===== src/rtl/switch_tgen.sv =====
// switch_tgen - per-port traffic generator for one input of the 4-port switch.
//
// Sends bursts of NPKT addressed words over the switch valid/ack transmit
// handshake, with GAP idle cycles between an acked word and the next valid.
// The destination is either fixed (dst_fix_i) or sweeps 0,1,2,3,0...
//
// Optional build macro: TGEN_LFSR_EN
//   defined   : dat_o = low DW bits of an 8-bit Fibonacci LFSR
//               (x^8+x^6+x^5+x^4+1), seeded 8'h01 and stepped once per transfer
//   undefined : dat_o = incrementing sequence counter (no LFSR logic)
//
// Ports:
//   clk_i        single clock, all logic on the rising edge
//   rst_i        synchronous active-high reset
//   start_i      pulse, starts a burst from IDLE
//   stop_i       ends the burst after the current word (or at once in GAP)
//   dst_sweep_i  1 = sweeping destination, 0 = fixed dst_fix_i
//   dst_fix_i    fixed destination port
//   adr_o/dat_o  destination address / data word to the switch
//   validtx_o    word valid; acktx_i accept from the switch
//   busy_o       high in SEND or GAP
//   done_o       one-cycle pulse after the final transfer of a burst
//   sent_cnt_o   words transferred since reset (wraps)
//   stall_cnt_o  SEND cycles without ack (saturates)
//   err_o        sticky flag: TIMEOUT consecutive unacked SEND cycles
//
// state   | meaning
// --------+-----------------------------------------------------
// IDLE    | no burst; waiting for start_i
// SEND    | validtx_o high, holding adr_o/dat_o until acked
// GAP     | idle spacing between an acked word and the next valid

module switch_tgen #(
  parameter int DW      = 4,
  parameter int NPKT    = 16,
  parameter int GAP     = 2,
  parameter int TIMEOUT = 64
) (
  input  logic          clk_i,
  input  logic          rst_i,
  input  logic          start_i,
  input  logic          stop_i,
  input  logic          dst_sweep_i,
  input  logic [1:0]    dst_fix_i,
  output logic [1:0]    adr_o,
  output logic [DW-1:0] dat_o,
  output logic          validtx_o,
  input  logic          acktx_i,
  output logic          busy_o,
  output logic          done_o,
  output logic [7:0]    sent_cnt_o,
  output logic [7:0]    stall_cnt_o,
  output logic          err_o
);

  localparam int            BW       = (NPKT < 2) ? 1 : $clog2(NPKT + 1);
  localparam logic [BW-1:0] LAST_CNT = BW'((NPKT == 0) ? 0 : NPKT - 1);
  localparam logic [7:0]    GAP_LD   = 8'((GAP == 0) ? 0 : GAP - 1);
  localparam logic [7:0]    TO_LD    = 8'(TIMEOUT);

  typedef enum logic [1:0] {
    ST_IDLE = 2'd0,
    ST_SEND = 2'd1,
    ST_GAP  = 2'd2
  } state_t;

  state_t        state, state_nxt;
  logic          done_nxt;
  logic          xfer;
  logic          last_word;
  logic [BW-1:0] burst_cnt;
  logic [7:0]    gap_cnt;
  logic [7:0]    wait_cnt;

`ifdef TGEN_LFSR_EN
  logic [7:0] lfsr;
  assign dat_o = lfsr[DW-1:0];
`else
  logic [DW-1:0] seq;
  assign dat_o = seq;
`endif

  // validtx_o is high exactly in SEND, so a transfer is SEND plus ack.
  assign xfer      = (state == ST_SEND) && acktx_i;
  assign last_word = stop_i || ((NPKT != 0) && (burst_cnt == LAST_CNT));

  always_ff @(posedge clk_i) begin
    if (rst_i) state <= ST_IDLE;
    else       state <= state_nxt;
  end

  always_comb begin
    state_nxt = state;
    done_nxt  = 1'b0;
    unique case (state)
      ST_IDLE: begin
        if (start_i) state_nxt = ST_SEND;
      end
      ST_SEND: begin
        if (xfer) begin
          if (last_word) begin
            state_nxt = ST_IDLE;
            done_nxt  = 1'b1;
          end else if (GAP != 0) begin
            state_nxt = ST_GAP;
          end
        end
      end
      ST_GAP: begin
        if (stop_i) begin
          state_nxt = ST_IDLE;
          done_nxt  = 1'b1;
        end else if (gap_cnt == 8'd0) begin
          state_nxt = ST_SEND;
        end
      end
      default: state_nxt = ST_IDLE;
    endcase
  end

  always_ff @(posedge clk_i) begin
    if (rst_i) begin
      validtx_o   <= 1'b0;
      busy_o      <= 1'b0;
      done_o      <= 1'b0;
      adr_o       <= 2'd0;
      sent_cnt_o  <= 8'd0;
      stall_cnt_o <= 8'd0;
      err_o       <= 1'b0;
      burst_cnt   <= '0;
      gap_cnt     <= 8'd0;
      wait_cnt    <= 8'd0;
`ifdef TGEN_LFSR_EN
      lfsr        <= 8'h01;
`else
      seq         <= '0;
`endif
    end else begin
      // Outputs follow the next state so they line up with the state register.
      validtx_o <= (state_nxt == ST_SEND);
      busy_o    <= (state_nxt != ST_IDLE);
      done_o    <= done_nxt;

      if ((state == ST_IDLE) && start_i) begin
        burst_cnt <= '0;
        adr_o     <= dst_sweep_i ? 2'd0 : dst_fix_i;
        wait_cnt  <= TO_LD;
      end

      if (xfer) begin
        sent_cnt_o <= sent_cnt_o + 8'd1;
        burst_cnt  <= burst_cnt + 1'b1;
        adr_o      <= dst_sweep_i ? adr_o + 2'd1 : dst_fix_i;
        wait_cnt   <= TO_LD;
        gap_cnt    <= GAP_LD;
`ifdef TGEN_LFSR_EN
        lfsr       <= {lfsr[6:0], lfsr[7] ^ lfsr[5] ^ lfsr[4] ^ lfsr[3]};
`else
        seq        <= seq + 1'b1;
`endif
      end else if (state == ST_SEND) begin
        if (stall_cnt_o != 8'hFF) stall_cnt_o <= stall_cnt_o + 8'd1;
        // wait_cnt counts down the unacked cycles; reaching 1 here means
        // this is the TIMEOUT-th consecutive stall.
        if (wait_cnt == 8'd1) err_o <= 1'b1;
        if (wait_cnt != 8'd0) wait_cnt <= wait_cnt - 8'd1;
      end

      if ((state == ST_GAP) && (gap_cnt != 8'd0)) gap_cnt <= gap_cnt - 8'd1;
    end
  end

endmodule


===== config.mk =====
export PLATFORM = sky130hd
export DESIGN_NAME = switch_tgen
export DESIGN_NICKNAME = d
export VERILOG_FILES = /design/src/rtl/switch_tgen.sv
export SDC_FILE = /design/constraint.sdc
export NUM_CORES = 1
export LEC_CHECK = 0
export CAP_MARGIN = 20
export CORE_MARGIN = 5
export CORE_UTILIZATION = 35
export DETAILED_ROUTE_END_ITERATION = 8
export GPL_TIMING_DRIVEN = 0
export PLACE_DENSITY = 0.61
export SYNTH_ARGS = -nofsm -noshare
export SYNTH_HDL_FRONTEND = slang
export SYNTH_SLANG_ARGS = --single-unit

===== constraint.sdc =====
create_clock -name clk_i -period 3.25 [get_ports clk_i]
set_input_delay 0.65 -clock clk_i [delete_from_list [all_inputs] [get_ports clk_i]]
set_output_delay 0.65 -clock clk_i [all_outputs]
set_load 0.01 [all_outputs]

## After elaboration in Yosys (flattened, before gate mapping)

Cells that the tools add are included.

- Shift operators: 0
- Muxes and demuxes: 22
- $mul: 0
- Bitwise gates (word level): 1
- Reduce and logical (&&, ||, !) cells: 14
- Add/subtract/negate cells: 7
- Magnitude comparators: 0
- Eq/ne operators: 6
- Divide/modulo/power cells: 0

Operators with widths:

| kind | number |
|---|---|
| 2-to-1 mux 8 bit | 5 |
| 2-to-1 mux 2 bit | 9 |
| adder 8 x 1 -> 8 bit, second input constant | 2 |
| nonzero test 8 bit | 2 |
| subtractor 8 x 1 -> 8 bit, second input constant | 2 |
| 2-to-1 mux 5 bit | 2 |
| equality test 8 x 1 -> 1 bit, second input constant | 1 |
| logical NOT 8 bit | 1 |
| != test 8 bit, second input constant | 1 |
| 2-to-1 mux 7 bit | 1 |
| case mux 2 bit (3 select lines) | 1 |
| AND reduction 3 bit | 2 |
| nonzero test 2 bit | 3 |
| adder 5 x 1 -> 5 bit, second input constant | 1 |
| equality test 5 x 4 -> 1 bit, second input constant | 1 |
| adder 4 x 1 -> 4 bit, second input constant | 1 |
| equality test 2 x 1 -> 1 bit, second input constant | 2 |
| logical AND 1 bit | 3 |
| 2-to-1 mux 1 bit | 3 |
| adder 2 x 1 -> 2 bit, second input constant | 1 |
| equality test 2 bit, second input constant | 1 |
| logical NOT 2 bit | 1 |
| case mux 1 bit (2 select lines) | 1 |
| OR reduction 2 bit | 1 |
| 2 further kinds | 2 |

- Bits in read-only memories: 0
- Word-level logic and storage cells: 63
- RAM bits: 0
- Output and inout bits: 26
- Latch bits: 0
- Bits in registers: 49
- Memories kept: 0
- Bits of input ports: 8

## Depth between registers and ports, before layout

Gate-level depths: netlist of the first run.

- Depth in word-level cells: 6
- Depth in mapped cells: 8
- Mapped depth without buffers: 7

## Least setup slack after synthesis of the first run

Ideal clock, no wire load.

- Path kind: flip-flop to flip-flop
- Start: register state[1]
- End: register stall_cnt_o[5]
- Clock period less this slack: 1.767 ns
- Data required time: 3.180 ns
- Path buffers: 1
- Cell stages (with the launch flop): 8
- Setup time: 0.070 ns
- Arrival: 1.697 ns
- Setup slack: 1.483 ns
- Path through: dfxtp_1 -> inv_1 -> ha_1 -> nor2b_1 -> buf_2 -> o21ai_1 -> or4_1 -> a21oi_1

- Cells in the longest elaborated chain, start to end: 4

Ends and longest elaborated chain:

| element | line | RTL |
|---|---|---|
| from (decl) | 67 | `state_t state, state_nxt;` |
| from (signal assigned) | 89 | `else state <= state_nxt;` |
| equality test 2 x 1 -> 1 bit * | 84, 161 |  |
| logical AND 1 bit | 84 | `assign xfer = (state == ST_SEND) && acktx_i;` |
| NOT 1 bit (no line) | -- |  |
| AND reduction 3 bit (no line) * | -- |  |
| to (signal assigned) | 162 | `if (stall_cnt_o != 8'hFF) stall_cnt_o <= stall_cnt_o + 8'd1;` |
| to (decl) | 52 | `output logic [7:0] stall_cnt_o,` |

Every way passes the cells marked *; elsewhere a longest branch is shown, timed or not.
A chain may end at the register's enable or synchronous reset.

## Worst setup path in the final report of the first run

- Start: input port acktx_i
- End: register sent_cnt_o[3]

- Cells in the longest elaborated chain, start to end: 1

Ends and longest elaborated chain:

| element | line | RTL |
|---|---|---|
| from (decl) | 48 | `input logic acktx_i,` |
| logical AND 1 bit | 84 |  |
| to (signal assigned) | 151 | `sent_cnt_o <= sent_cnt_o + 8'd1;` |
| to (decl) | 51 | `output logic [7:0] sent_cnt_o,` |

Every way passes these cells.

==> results of run 1 <==
==> layout by cell type, fill, tap and decap left out, drive strengths merged, types with 4 or more instances in the layout <==
cell type,netlist,routed
a21o,4,4
a21oi,17,17
a31oi,4,4
and3,7,7
clkbuf,6,12
clkdlybuf4s50,0,32
dfxtp,49,49
ha,14,14
inv,10,10
nand2,19,19
nand3,10,10
nand4,9,9
nor2,33,33
nor2b,4,4
nor3,7,7
o211ai,5,5
o21ai,19,19
o31ai,4,4
or3,6,6
or4,5,5
xnor2,4,4
xor2,11,11
==> power by group through the flow <==
stage / clock network, uW / registers (uW) / logic (uW)
after floorplan: 0 / 659 / 137
after global routing: 498 / 651 / 228
final: 459 / 647 / 202
after CTS: 474 / 647 / 204
after detailed placement: 0 / 660 / 203
after global placement: 0 / 661 / 201
==> stage by stage <==
stage / area (um2) / cells
4_1_cts: 2960 / 403
6_report: 2960 / 403
5_1_grt: 2960 / 403
3_5_place_dp: 2840 / 395
2_1_floorplan: 2420 / 283
3_3_place_gp: 2840 / 395
==> synthesized netlist by cell type (2+ instances only) <==
library cell	n	area (um2)
dfxtp_1	49	981
nor2_1	33	124
nand2_1	19	71.3
a21oi_1	17	85.1
o21ai_0	16	80.1
ha_1	14	175
xor2_1	11	96.3
inv_1	10	37.5
nand3_1	10	50.1
nand4_1	9	56.3
and3_1	7	43.8
nor3_1	7	35.0
clkbuf_1	6	22.5
or3_1	6	37.5
o211ai_1	5	37.5
a21o_1	4	30.0
a31oi_1	4	25.0
nor2b_1	4	25.0
o31ai_1	4	30.0
or4_1	4	30.0
xnor2_1	4	35.0
and4_1	3	26.3
buf_2	3	15.0
nor3b_1	3	22.5
o21ai_1	3	15.0
or3b_2	3	26.3
a211o_1	2	17.5
a311oi_1	2	17.5
and2_1	2	12.5
mux2_2	2	22.5
mux2i_1	2	20.0
nand2b_1	2	12.5
nor4_1	2	12.5
o211a_1	2	20.0
or2_2	2	12.5
==> layout make-up <==
class,instances,area (um2)
tap,80,100
fill,683,3800
buffer,9,37.5
inverter,10,37.5
sequential,49,981
clock buffer,6,82.6
timing repair buffer,32,320
clock inverter,2,37.5
multi-input combinational,215,1360
==> path summary, 6_finish.rpt <==
check,from,end,cells past startpoint
min reg2reg,err_o,err_o,2
max reg2reg,state[1],sent_cnt_o[3],8
max,acktx_i,sent_cnt_o[3],7
min,err_o,err_o,2
==> flip-flops by register name, summed over array words and instances, names as in the netlist <==
name,count
adr_o,2
burst_cnt,5
busy_o,1
dat_o,4
done_o,1
err_o,1
gap_cnt,8
sent_cnt_o,8
stall_cnt_o,8
state,2
validtx_o,1
wait_cnt,8
==> metal layers <==
| layer | GRT usage [%] | share of wire, % |
|---|---|---|
| met3 | 3.70 | 3.7 |
| met4 | 5.01 | 1.4 |
| met2 | 21.2 | 46 |
| met1 | 16.3 | 48 |
| met5 | 0 | 0 |
==> tightest hold or removal path: cells and delay by family, from the launching register on <==
family / cells / cell delay (ns)
AO/OA/AOI/OAI: 1 / 0.05
flip-flops: 1 / 0.34
AND/OR/NAND/NOR: 1 / 0.07
==> cell families after synthesis <==
group | share of synthesized area, %
AO/OA/AOI/OAI | 15.7
XOR/XNOR | 5.43
AND/OR/NAND/NOR | 26.1
buffers and inverters | 3.11
multiplexers | 1.76
flip-flops | 40.6
adder cells (fa/ha/maj) | 7.25
==> metrics.cfg, run 1 <==
[synth]
ys_ff_latch=49
ys_warn_count=0
ys_types=42
synth_area_um2=2420
syn_nets=305
avgSynthCellArea_um2=8.54
syn_inst=283
synth_ff_type=dfxtp_1
yosysSeqAreaShare_pct=40.6
synth_edf_count=0
async_reset_ff_share_pct=0

[grt]
overflow=0
grt_use_total_pct=13.0
antenna_found_initial=0
grt_pass1_vias=2008
grt_max_degree=16
grt_pass1_wl_mm=9.16

[routing]
drt-total-wl_mm=5.33
vias=2122
drt_first_iter_violations=67
routed_via_density=5.27
ant_nets=0
first_pass_iters=4
drc=0
routedWlPerCell_um=13.2

[critical_path]
ff2ff_setup_slack_ns=1.18
cp_data_required_time_ns=3.43
cp_top_family=buffers and inverters
worstPathCellList=clkdlybuf4s50_1 > and2_1 > clkbuf_1 > buf_2 > nand2_1 > xor2_1 > nor2_1
crit_slowest_cell=clkdlybuf4s50_1
endpoint_kind=register
path_class=input pin to register
critPathMaxStageDelay_ns=0.56
arrival_ns=2.40
crit_buf_inv=3
critPathMaxFanout=10
cp-start-kind=input pin

[power]
worst_ir_drop_vdd_mv=0.163
comb_power_share_pct=15.5
p_clk_share_pct=35.1
p_leak_uw=0.00116
p_sw_uw=343
seqPwrFrac_pct=49.4
total_power_uw=1310
power_density_nw_per_um2=442
switching_share_pct=26.2
intPower_uw=966

[cts]
h-tree-depth=2
clk_latency_ns=0.30
cts_tree=yes
holdBufCountCts=0
numCtsBuffers=5
root_buffer=clkbuf_8
cts_setup_buffers=0
clk_pin_slew_worst_paths_ns=0.09
cts_resized=0
clock_sinks=49
clock_path_buffers=2

[final_layout]
num_antenna_cells=0
final_util_pct=43.8
drive_above_1_share_pct=5.88
nets=344
area_growth_pct=22.4

[sta]
post-route-min-period_ns=2.22
finalCritPeriodShare_pct=68.3
fin_tns_setup_ns=0
rsz0062_at_grt=no
worst_slew_pin_slew_ns=0.557
clock.fmax_ghz=0.451
maxSlewHeadroom_pct=62.5
maxSlewViolCount=0
final.setup_skew_ns=0.00605
whs_ns=0.489
setup_violations=0
finalHoldViolCount=0
setup_ws_ns=1.03

[outcome]
outcome=finished clean

[floorplan]
design.die.area_um2=8670
core_um2=6760
rows=30
die_h_um=93.1
fp.dieW_um=93.1
ioPinCount=34
start_util_pct=35.8

[place]
routabilityCongestion=0.804
io_buffers=32
dp_hpwl_mm=3.88
place_ws_ns=0.695

[flow_run]
drv_cap=0

[worst_hold_path]
hp-class=register to register

Note: power is estimated with default switching activity, not from simulation.
==> run 2, diff against run 1 <==
- PLACE_DENSITY: 0.61 -> 0.63
- clock period: 3.25 -> 2 ns (I/O delays scaled with it)
==> run 2 against run 1 <==
Non-clock buffer count did not move. Core utilization fell by 0.17 points. Global-route usage decreased by 0.39 points. Critical path depth shrank 1. Sequential cell count did not move. Final cell count down 0.25%. Setup slack worse by 0.93 ns. First-iteration DRC count is 15% higher. Sequential power grew 62%. Register-to-register slack got worse by 1.1 ns. Clock skew up 0.0012 ns. Critical path type is now register to register. Highest routed layer unchanged.
==> metrics.cfg, run 2 (synthesized netlist as in run 1, its figures left out) <==
[critical_path]
critPathMaxStageDelay_ns=0.49  ; -0.07 ns
crit_buf_inv=1  ; -2
cp_top_family=simple AND/OR/NAND/NOR gates
critPathMaxFanout=3  ; -7
crit_slowest_cell=or3b_2
cp_data_required_time_ns=2.18  ; -1.25 ns
path_class=register to register
endpoint_kind=register
arrival_ns=2.08  ; -0.32 ns
worstPathCellList=inv_1 > ha_2 > or3b_2 > o211ai_1 > a311oi_1 > or2_2
cp-start-kind=register
cp-startpoint=gap_cnt[1]
r2r_start=gap_cnt[1]

[final_layout]
multi_input_area_um2=1370  ; +0.92%
final_util_pct=43.6  ; -0.17 points
ff_latch_area_um2=981  ; unchanged
area_growth_pct=21.9
nets=344  ; unchanged
final_common_cell=dfxtp_1
layout_common_cells=dfxtp_1 (49), nor2_1 (33), clkdlybuf4s50_1 (32)
num_antenna_cells=0  ; unchanged
fill_cells=696  ; +1.9%
drive_above_1_share_pct=7.45  ; +1.6 points

[cts]
root_buffer=clkbuf_8
cts_tree=yes
h-tree-depth=2  ; unchanged
numCtsBuffers=5  ; unchanged
clk_pin_slew_worst_paths_ns=0.09  ; about the same
clock_sinks=49  ; unchanged
clock_path_buffers=2  ; unchanged
clk_latency_ns=0.29  ; about the same

[floorplan]
fp.dieW_um=93.1  ; unchanged
ioPinCount=34  ; unchanged
die_h_um=93.1  ; unchanged
design.die.area_um2=8670  ; unchanged
rows=30  ; unchanged
start_util_pct=35.8  ; unchanged
core_um2=6760  ; unchanged

[sta]
setup_ws_ns=0.0965  ; -0.934 ns
worst_slew_pin_slew_ns=0.511  ; -0.0465 ns
final.setup_skew_ns=0.00720  ; +0.00115 ns
maxSlewHeadroom_pct=66.0  ; +3.4 points
maxSlewViolCount=0  ; unchanged
post-route-min-period_ns=1.90
clock.fmax_ghz=0.525
finalCritPeriodShare_pct=95.2
finalHoldViolCount=0  ; unchanged
setup_violations=0  ; unchanged

[power]
p_sw_uw=531  ; +55%
power_density_nw_per_um2=669  ; +51%
comb_power_share_pct=16.8  ; +1.3 points
p_clk_share_pct=29.8  ; -5.3 points
worst_ir_drop_vdd_mv=0.359  ; +120%
seqPwrFrac_pct=53.4  ; +4.0 points
p_leak_uw=0.00115  ; -1.1%
intPower_uw=1440  ; +49%
switching_share_pct=26.9  ; +0.76 points

[place]
dp_hpwl_mm=3.77  ; -2.8%
routabilityCongestion=0.837  ; +4.1%
place_ws_ns=-0.340  ; -1.03 ns
io_buffers=32  ; unchanged

[worst_hold_path]
hp-start=err_o
hp-class=register to register

[flow_run]
drv_cap=0  ; unchanged

[routing]
vias=2114  ; -0.38%
drt_first_iter_violations=77  ; +15%
drt-total-wl_mm=5.30  ; -0.69%
routedWlPerCell_um=13.2  ; -0.45%
ant_nets=0  ; unchanged
drc=0  ; unchanged
routed_via_density=5.26  ; -0.13%
first_pass_iters=4  ; unchanged

[grt]
grt_max_degree=15  ; -1
grt_pass1_vias=1913  ; -4.7%
grt_use_total_pct=12.6  ; -0.39 points
antenna_found_initial=0  ; unchanged
overflow=0  ; unchanged
grt_pass1_wl_mm=8.85  ; -3.4%

[outcome]
outcome=finished clean

==> run 2: changes by cell type in the layout (fill, tap and decap cells not counted), sizes merged <==
cell / previous run / this run
buf: 3 / 1
clkbuf: 12 / 14
bufinv: 1 / 0
==> run 2: what timing repair did <==
action,in CTS,in global routing
resized for setup,2,6
hold buffers,0,0
cloned,0,0
setup endpoints to repair,8,9
pin swaps,0,1
setup buffers,0,0
==> run 2: area by class of cell <==
cell class / instances / share of cell area, %
Buffer: 9 / 1.49
Clock inverter: 1 / 0.255
Sequential cell: 49 / 33.3
Clock buffer: 6 / 2.80
Multi-Input combinational cell: 215 / 46.6
Timing Repair Buffer: 32 / 10.9
Tap cell: 80 / 3.40
Inverter: 10 / 1.27
==> run 2: final timing paths <==
path / endpoint / slack (ns) / cells past startpoint
setup / recovery: busy_o / 0.1 / 6
hold / removal: err_o / 0.47 / 2
setup reg to reg: busy_o / 0.1 / 6
hold reg to reg: err_o / 0.47 / 2
==> run 2: power groups by stage <==
stage / sequential (uW) / clock [uW] / combinational (uW)
after detailed placement: 1070 / 0 / 328
after CTS: 1050 / 617 / 331
after floorplan: 1070 / 0 / 223
after global routing: 1060 / 666 / 372
final: 1050 / 587 / 332
after global placement: 1070 / 0 / 325
==> run 2: per-stage QoR <==
| step | total power [uW] | cell area (um2) | setup TNS, ns | hold slack, ns | std cells |
|---|---|---|---|---|---|
| 3_3_place_gp | 1400 | 2840 | -2.70 | 0.461 | 395 |
| 3_5_place_dp | 1400 | 2840 | -3.40 | 0.462 | 395 |
| 5_1_grt | 2100 | 2950 | -0.00815 | 0.525 | 402 |
| 4_1_cts | 2000 | 2930 | 0 | 0.487 | 402 |
| 2_1_floorplan | 1300 | 2420 | 0 | 0.454 | 283 |
| 6_report | 1970 | 2950 | 0 | 0.475 | 402 |
==> run 2: worst register-to-register path, cell delays in order, from the launching register on <==
cell and delay (ns):
dfxtp_1 0.33, inv_1 0.10, ha_2 0.20, or3b_2 0.49
o211ai_1 0.24, a311oi_1 0.13, or2_2 0.31
==> run 2: layer usage <==
metal,global-route usage [%],share of wire [%],routed length [um]
met1,17.5,50,2660
met2,19.3,45,2380
met3,2.98,3.9,204
met4,4.03,0.89,47
met5,0,0,0
==> run 3, diff against run 2 <==
- PLACE_DENSITY: 0.63 -> 0.61
- clock period: 2 -> 1.9 ns (I/O delays scaled with it)
==> run 3 against run 2 <==
Core utilization up 0.83 points. Power up 14%. Sequential cell count unchanged. Final cell count up 0.50%. Setup slack worse by 0.012 ns. Final area up 1.9%. Via count up 1.4%.
==> metrics.cfg, run 3 (synthesized netlist as in run 1, its figures left out) <==
[floorplan]
fp.dieW_um=93.1  ; unchanged
rows=30  ; unchanged
design.die.area_um2=8670  ; unchanged
ioPinCount=34  ; unchanged
die_h_um=93.1  ; unchanged
start_util_pct=35.8  ; unchanged
core_um2=6760  ; unchanged

[critical_path]
arrival_ns=2.01  ; -0.07 ns
critPathMaxFanout=5  ; +2
cp-start-kind=register
r2r_start=wait_cnt[0]
cp-startpoint=wait_cnt[0]
path_class=register to register
endpoint_kind=register
cp_data_required_time_ns=2.10  ; -0.08 ns

[cts]
numCtsBuffers=5  ; unchanged
clk_latency_ns=0.30  ; about the same
cts_tree=yes
h-tree-depth=2  ; unchanged
clock_sinks=49  ; unchanged
clk_pin_slew_worst_paths_ns=0.09  ; about the same
clock_path_buffers=2  ; unchanged
root_buffer=clkbuf_8

[routing]
drt-total-wl_mm=5.37  ; +1.4%
dr_wl_met3_um=211  ; +3.4%
routedWlPerCell_um=13.3  ; +0.86%
first_pass_iters=4  ; unchanged
m1WireLength_mm=2.62  ; -1.5%
routed_via_density=5.31  ; +0.92%
highest_layer=met4
drc=0  ; unchanged
ant_nets=0  ; unchanged
met2_length_mm=2.49  ; +4.3%
drt_first_iter_violations=57  ; -26%
vias=2144  ; +1.4%

[power]
worst_ir_drop_vdd_mv=0.285  ; -21%
total_power_uw=2250  ; +14%
p_leak_uw=0.00117  ; +2.0%
power_density_nw_per_um2=750  ; +12%

[place]
dp_hpwl_mm=3.88  ; +2.9%
placedInstanceArea_um2=2840  ; unchanged
routabilityCongestion=0.804  ; -3.9%
place_ws_ns=-0.385  ; -0.0455 ns
io_buffers=32  ; unchanged

[sta]
maxSlewHeadroom_pct=61.9  ; -4.0 points
maxSlewViolCount=0  ; unchanged
setup_violations=0  ; unchanged
final.setup_skew_ns=0.00337  ; -0.00383 ns
worst_slew_pin_slew_ns=0.566  ; +0.0553 ns
setup_ws_ns=0.0847  ; -0.0118 ns
clock.fmax_ghz=0.551  ; +4.9%
finalHoldViolCount=0  ; unchanged
finalCritPeriodShare_pct=95.5  ; +0.37 points
post-route-min-period_ns=1.82  ; -0.0882 ns
rsz0062_at_grt=no

[final_layout]
final_common_cell=dfxtp_1
layout_common_cells=dfxtp_1 (45), nor2_1 (32), clkdlybuf4s50_1 (32)
num_antenna_cells=0  ; unchanged
fin_area_um2=3000  ; +1.9%
fill_cells=673  ; -3.3%
nets=345  ; +0.29%
multi_input_area_um2=1390  ; +1.0%
area_growth_pct=24.2
final_util_pct=44.4  ; +0.83 points
drive_above_1_share_pct=10.2  ; +2.7 points
ff_latch_area_um2=986  ; +0.51%

[grt]
overflow=0  ; unchanged
grt_pass1_wl_mm=9.17  ; +3.7%
antenna_found_initial=0  ; unchanged
grt_max_degree=16  ; +1
grt_pass1_vias=2009  ; +5.0%
grt_use_total_pct=13.0  ; +0.41 points

[outcome]
outcome=finished clean

[worst_hold_path]
hp-start=err_o
hp-class=register to register

[flow_run]
drv_cap=0  ; unchanged

[run 3: changes by cell type in the layout (fill, tap and decap cells not counted), sizes merged]
cell    previous run  this run
buf                1         2
bufinv             0         1
[run 3: metrics by stage]
stage | TNS (ns) | std cells | hold slack (ns)
5_1_grt | 0 | 404 | 0.508
4_1_cts | 0 | 403 | 0.495
3_5_place_dp | -4.84 | 395 | 0.471
3_3_place_gp | -4.49 | 395 | 0.464
6_report | 0 | 404 | 0.489
2_1_floorplan | 0 | 283 | 0.454
[run 3: what timing repair did]
item	CTS	global route
pin swaps	1	2
endpoints found under the setup margin	14	18
setup buffers	0	1
resized for setup	5	12
hold buffers	0	0
[run 3: path summary, 6_finish.rpt]
| path | endpoint | slack [ns] | cells after the start |
|---|---|---|---|
| max | wait_cnt[5] | 0.08 | 6 |
| min | err_o | 0.49 | 2 |
| max reg2reg | wait_cnt[5] | 0.08 | 6 |
| min reg2reg | err_o | 0.49 | 2 |
[run 3: critical path, cell delays in order (launching register included)]
cell and delay, ns:
dfxtp_2 0.35, inv_2 0.07, ha_1 0.13, or3b_2 0.48, o211a_1 0.26, and3_1 0.17
a211o_1 0.25
[run 3: layout make-up]
| cell class | instances | area share, % |
|---|---|---|
| Inverter | 10 | 1.25 |
| Timing Repair Buffer | 33 | 10.9 |
| Tap cell | 80 | 3.33 |
| Clock buffer | 6 | 2.75 |
| Sequential cell | 49 | 32.8 |
| Buffer | 9 | 1.46 |
| Multi-Input combinational cell | 215 | 46.2 |
| Clock inverter | 2 | 1.25 |
[run 3: power breakdown]
| part | switching [uW] | internal, uW | total [uW] |
|---|---|---|---|
| clock | 356 | 428 | 785 |
| combinational | 190 | 168 | 358 |
| sequential | 43.4 | 1070 | 1110 |
| total | 590 | 1660 | 2250 |
[run 3: routing by layer]
| layer | up-vias | track usage (%) |
|---|---|---|
| met5 | - | 0 |
| met4 | 0 | 5.01 |
| met3 | 4 | 3.70 |
| met2 | 38 | 21.2 |
| met1 | 1004 | 16.3 |
| li1 | 1098 | - |
